$ cat src/rtl/uart_rx_deserializer.sv
// ---------------------------------------------------------------------------
// uart_rx_deserializer
//   UART receiver. Synchronizes the asynchronous serial line, detects the
//   falling edge of a start bit, samples each bit at mid-period and shifts in
//   DW data bits LSB first, an optional parity bit and one stop bit. Each
//   completed frame is reported with registered one-cycle pulses.
//
// Ports
//   clk        : system clock, rising edge
//   rst        : asynchronous reset, active low
//   rx         : serial line, idle high, asynchronous to clk
//   data_out   : last received data word (updated at every stop sample)
//   rx_valid   : 1-cycle pulse, frame received with a good stop bit
//   frame_err  : 1-cycle pulse, stop bit sampled low
//   parity_err : 1-cycle pulse alongside rx_valid/frame_err on parity mismatch
//   busy       : high whenever the receiver is not idle
// ---------------------------------------------------------------------------
module uart_rx_deserializer #(
  parameter int DW           = 8,
  parameter int CLKS_PER_BIT = 434,
  parameter int PARITY       = 0,
  parameter int CW           = 9
) (
  input  logic          clk,
  input  logic          rst,
  input  logic          rx,
  output logic [DW-1:0] data_out,
  output logic          rx_valid,
  output logic          frame_err,
  output logic          parity_err,
  output logic          busy
);

  localparam int BW = $clog2(DW + 1);
  localparam logic [CW-1:0] FULL_LAST = CW'(CLKS_PER_BIT - 1);
  localparam logic [CW-1:0] HALF_LAST = CW'(CLKS_PER_BIT / 2 - 1);
  localparam logic          ODD_PAR   = (PARITY == 2);

  typedef enum logic [2:0] {
    ST_IDLE,
    ST_START,
    ST_DATA,
    ST_PARITY,
    ST_STOP
  } state_t;

  state_t        state_q, state_d;
  logic          rx_meta_q, rx_s_q, rx_d_q;
  logic [CW-1:0] cnt_q, cnt_d;
  logic [BW-1:0] bit_cnt_q, bit_cnt_d;
  logic [DW-1:0] shreg_q, shreg_d;
  logic          perr_q, perr_d;
  logic [DW-1:0] data_out_q, data_out_d;
  logic          rx_valid_q, rx_valid_d;
  logic          frame_err_q, frame_err_d;
  logic          parity_err_q, parity_err_d;
  logic [CW-1:0] limit;
  logic          strobe;

  // The start bit is only checked at its midpoint, so its period is halved;
  // every later strobe then lands in the middle of its bit.
  always_comb begin
    limit  = (state_q == ST_START) ? HALF_LAST : FULL_LAST;
    strobe = (cnt_q == limit);
  end

  always_comb begin
    state_d      = state_q;
    bit_cnt_d    = bit_cnt_q;
    shreg_d      = shreg_q;
    perr_d       = perr_q;
    data_out_d   = data_out_q;
    rx_valid_d   = 1'b0;
    frame_err_d  = 1'b0;
    parity_err_d = 1'b0;
    cnt_d        = strobe ? '0 : cnt_q + CW'(1);

    case (state_q)
      ST_IDLE: begin
        cnt_d = '0;
        // A genuine falling edge is required; a line stuck low never starts.
        if (rx_d_q && !rx_s_q) begin
          state_d = ST_START;
        end
      end
      ST_START: begin
        if (strobe) begin
          if (!rx_s_q) begin
            state_d   = ST_DATA;
            bit_cnt_d = '0;
          end else begin
            state_d = ST_IDLE;
          end
        end
      end
      ST_DATA: begin
        if (strobe) begin
          shreg_d   = {rx_s_q, shreg_q[DW-1:1]};
          bit_cnt_d = bit_cnt_q + BW'(1);
          if (bit_cnt_q == BW'(DW - 1)) begin
            state_d = (PARITY != 0) ? ST_PARITY : ST_STOP;
          end
        end
      end
      ST_PARITY: begin
        if (strobe) begin
          perr_d  = ((^shreg_q) ^ rx_s_q) != ODD_PAR;
          state_d = ST_STOP;
        end
      end
      ST_STOP: begin
        // Returning to idle at mid-stop lets a back-to-back start edge be seen.
        if (strobe) begin
          data_out_d   = shreg_q;
          parity_err_d = perr_q;
          rx_valid_d   = rx_s_q;
          frame_err_d  = !rx_s_q;
          perr_d       = 1'b0;
          state_d      = ST_IDLE;
        end
      end
      default: begin
        state_d = ST_IDLE;
      end
    endcase

    if (state_d != state_q) begin
      cnt_d = '0;
    end
  end

  // Synchronizer, edge register, FSM state and registered outputs.
  always_ff @(posedge clk or negedge rst) begin
    if (!rst) begin
      rx_meta_q    <= 1'b1;
      rx_s_q       <= 1'b1;
      rx_d_q       <= 1'b1;
      state_q      <= ST_IDLE;
      cnt_q        <= '0;
      bit_cnt_q    <= '0;
      shreg_q      <= '0;
      perr_q       <= 1'b0;
      data_out_q   <= '0;
      rx_valid_q   <= 1'b0;
      frame_err_q  <= 1'b0;
      parity_err_q <= 1'b0;
    end else begin
      rx_meta_q    <= rx;
      rx_s_q       <= rx_meta_q;
      rx_d_q       <= rx_s_q;
      state_q      <= state_d;
      cnt_q        <= cnt_d;
      bit_cnt_q    <= bit_cnt_d;
      shreg_q      <= shreg_d;
      perr_q       <= perr_d;
      data_out_q   <= data_out_d;
      rx_valid_q   <= rx_valid_d;
      frame_err_q  <= frame_err_d;
      parity_err_q <= parity_err_d;
    end
  end

  assign data_out   = data_out_q;
  assign rx_valid   = rx_valid_q;
  assign frame_err  = frame_err_q;
  assign parity_err = parity_err_q;
  assign busy       = (state_q != ST_IDLE);

endmodule
$ cat config.mk
export PLATFORM = sky130hd
export DESIGN_NAME = uart_rx_deserializer
export DESIGN_NICKNAME = d
export VERILOG_FILES = /design/src/rtl/uart_rx_deserializer.sv
export SDC_FILE = /design/constraint.sdc
export NUM_CORES = 1
export LEC_CHECK = 0
export ABC_CLOCK_PERIOD_IN_PS = 2360
export CORE_MARGIN = 2
export CORE_UTILIZATION = 55
export CTS_BUF_LIST = sky130_fd_sc_hd__clkbuf_16
export DETAILED_ROUTE_END_ITERATION = 7
export PLACE_DENSITY = 0.78
export SLEW_MARGIN = 10
export SYNTH_ARGS = -nofsm -noshare
export SYNTH_HDL_FRONTEND = slang
export SYNTH_SLANG_ARGS = --single-unit
$ cat constraint.sdc
create_clock -name clk -period 2.36 [get_ports clk]
set_clock_uncertainty 0.15 [all_clocks]
set_input_delay 0.472 -clock clk [delete_from_list [all_inputs] [get_ports clk]]
set_output_delay 0.472 -clock clk [all_outputs]
set_load 0.01 [all_outputs]
==> reports/metrics.cfg <==
[finish]
nets = 167
nFillCells = 232
drive_above_1_share_pct = 19.0
antenna_cells = 0
area_growth_pct = 18.0
fin_util_pct = 68.1
final_common_cell = dfrtp_1
mostFrequentLayoutCells = 36 x dfrtp_1, 13 x nor2_1, 13 x mux2_2, 13 x clkdlybuf4s50_1

[worst_setup_path]
timing.rr.start = cnt_q[2]
slowest_delay_ps = 490
critPathTopFamily = flip-flops
r2r_end = cnt_q[7]
worstPathRequired_ps = 1740
r2r_cells = 4
crit_slowest_cell = dfrtp_1
rrSetupSlack_ps = 460
crit_buf_inv = 1
end_kind = output pin
cp_max_fo = 11
path_cells = or3_1 -> clkdlybuf4s50_1
cp-start-kind = flip-flop
path_class = reg -> out
arrival_ps = 1630

[floorplan]
die_y_um = 60.4
die_w_um = 60.4
die_area_um2 = 3650
coreArea_um2 = 3030
initial_core_util_pct = 57.7
rows = 20
ioPinCount = 15

[timing]
finalSetupViolCount = 0
fmax_mhz = 444
fin_setup_tns_ps = 0
fin_crit_ps = 2250
finalHoldViolCount = 0
tightest_slew_ps = 836
relSlewSlack_pct = 44.3
rsz0062_at_grt = no
report.final.slew_viol_count = 0
timing.hold.ws_ps = 141
fin_crit_sh_pct = 95.4

[synthesis]
ys_types = 34
ys_seq_elements = 39
synth-edff-count = 0
synth_top_area_share_pct = 51.5
netlist_instances = 144
yosys_warnings = 0
synthTopCellsByArea = dfrtp_1 52%, mux2_2 8.4%, dfstp_2 4.5%, xnor2_1 3.5%, xor2_1 3.0%
synth_top_area_cell = dfrtp_1
synthArstFlopShare_pct = 100
synthFlopType = dfrtp_1
synth_seq_area_share_pct = 56.0
synth.cell_area_um2 = 1750
synth_nets = 149
avgSynthCellArea_um2 = 12.1

[power_and_ir_drop]
pwr-share-clk_pct = 39.1
power_frac_seq_pct = 51.2
p_switching_uw = 395
leakage_nw = 0.941
power.internal_mw = 1.19
power.share.switching_pct = 24.9
power_density_nw_per_um2 = 770
vdd_drop_max_v = 0.000791
p_comb_share_pct = 9.7

[clock_network]
tritoncts = done
postCtsSetupBuffers = 0
htree_levels = 2
cts_resized = 0
clk_pin_slew_worst_paths_ps = 50
cts_buffers = 5
cts_hold_buf = 0
clk_latency_ps = 280
cts_root_buf = clkbuf_16
clk_path_buf_depth = 2
cts.sink_count = 39

[drt]
routed-via-count = 1119
first_iter_violations = 44
drt-total-wl_um = 2880
drtPass1Iterations = 4
drtAntennaViolNets = 0
wl_per_cell_um = 13.9
remaining_drc_errors = 0
viasPerCell = 5.41

[global_routing]
gr-total-overflow = 0
grt_pass1_wl_um = 4950
grt_max_degree = 40
grt_pass1_vias = 1085
grt_antenna_before_repair = 0
grt_usage_pct = 18.6

[placement]
hpwl_um = 1940
place_congestion = 0.795
io_buffer_count = 14

[min_path]
hold_path_class = in -> async

[status]
status = complete, no violations

[flow_run]
maxCapViolations = 0

==> metal layers <==
| layer | up-vias | GRT usage (%) | part of all wire, % |
|---|---|---|---|
| met2 | 18 | 28.0 | 47 |
| met1 | 558 | 25.6 | 48 |
| li1 | 541 | - | - |
| met4 | 0 | 7.30 | 0.52 |
| met5 | - | 0 | 0 |
| met3 | 2 | 5.76 | 4.4 |
==> sequential cells by signal, summed over array words and instances, names as in the netlist <==
register	cells
bit_cnt_q	4
cnt_q	9
data_out	8
frame_err	1
parity_err	1
perr_q	1
rx_d_q	1
rx_meta_q	1
rx_s_q	1
rx_valid	1
shreg_q	8
state_q	3
==> synth_stat cells (2+ instances only) <==
cell / number
a21oi_1: 4
a31oi_1: 2
and4bb_2: 2
buf_2: 4
dfrtp_1: 36
dfstp_2: 3
ha_1: 2
inv_1: 5
mux2_1: 2
mux2_2: 13
nand2_1: 5
nand3_1: 5
nand4_1: 4
nor2_1: 13
nor2b_1: 3
nor3b_1: 2
nor3b_2: 2
o21ai_0: 7
or3_1: 4
xnor2_1: 7
xor2_1: 6
==> power by group through the flow <==
stage	registers [mW]	clock network (mW)	logic [mW]
after global placement	0.822	0	0.150
after floorplan	0.797	0	0.133
after global routing	0.828	0.672	0.176
after CTS	0.813	0.633	0.157
after detailed placement	0.823	0	0.155
final	0.813	0.622	0.154
==> metrics by stage <==
step,setup WS [ps],power [mW],cells,instance area (um^2)
6_report,109,1.59,207,2060
5_1_grt,49.8,1.68,207,2060
4_1_cts,105,1.60,207,2060
3_5_place_dp,404,0.978,199,1930
3_3_place_gp,415,0.972,199,1930
2_1_floorplan,663,0.930,144,1750
==> how the worst max path moves through the flow <==
stage / from / endpoint / cells after the start
2_1_floorplan: state_q[0] / shreg_q[5] / 5
3_3_place_gp: state_q[0] / busy / 2
3_5_place_dp: state_q[0] / busy / 2
4_1_cts: state_q[0] / busy / 2
5_1_grt: state_q[0] / busy / 2
6_report: state_q[0] / busy / 2
==> worst reg2reg max path, delay by kind of cell, from the launching register on <==
| family | cells | cell delay, ps |
|---|---|---|
| DFF | 1 | 420 |
| and+or+nand+nor | 3 | 750 |
| AOI/OAI and AO/OA | 1 | 450 |
==> cell type report <==
cell class / count / area (um^2) / share of cell area [%]
timing repair buffer: 15 / 143 / 6.91
inverter: 5 / 18.8 / 0.910
clock inverter: 3 / 12.5 / 0.606
sequential: 39 / 980 / 47.5
multi-input combinational: 96 / 729 / 35.4
tap: 44 / 55.1 / 2.67
clock buffer: 5 / 125 / 6.06
==> cells by family (layout without fill, tap and decap cells) <==
logic type,Yosys count,count (layout),synth area share (%)
buf+inv,9,28,2.22
xor+xnor,14,14,7.80
flops,39,39,56.0
simple gates,47,47,16.4
fa+ha+maj,2,2,1.43
compound gates,18,18,6.44
mux,15,15,9.66
Power figures use the tool's default switching activity.
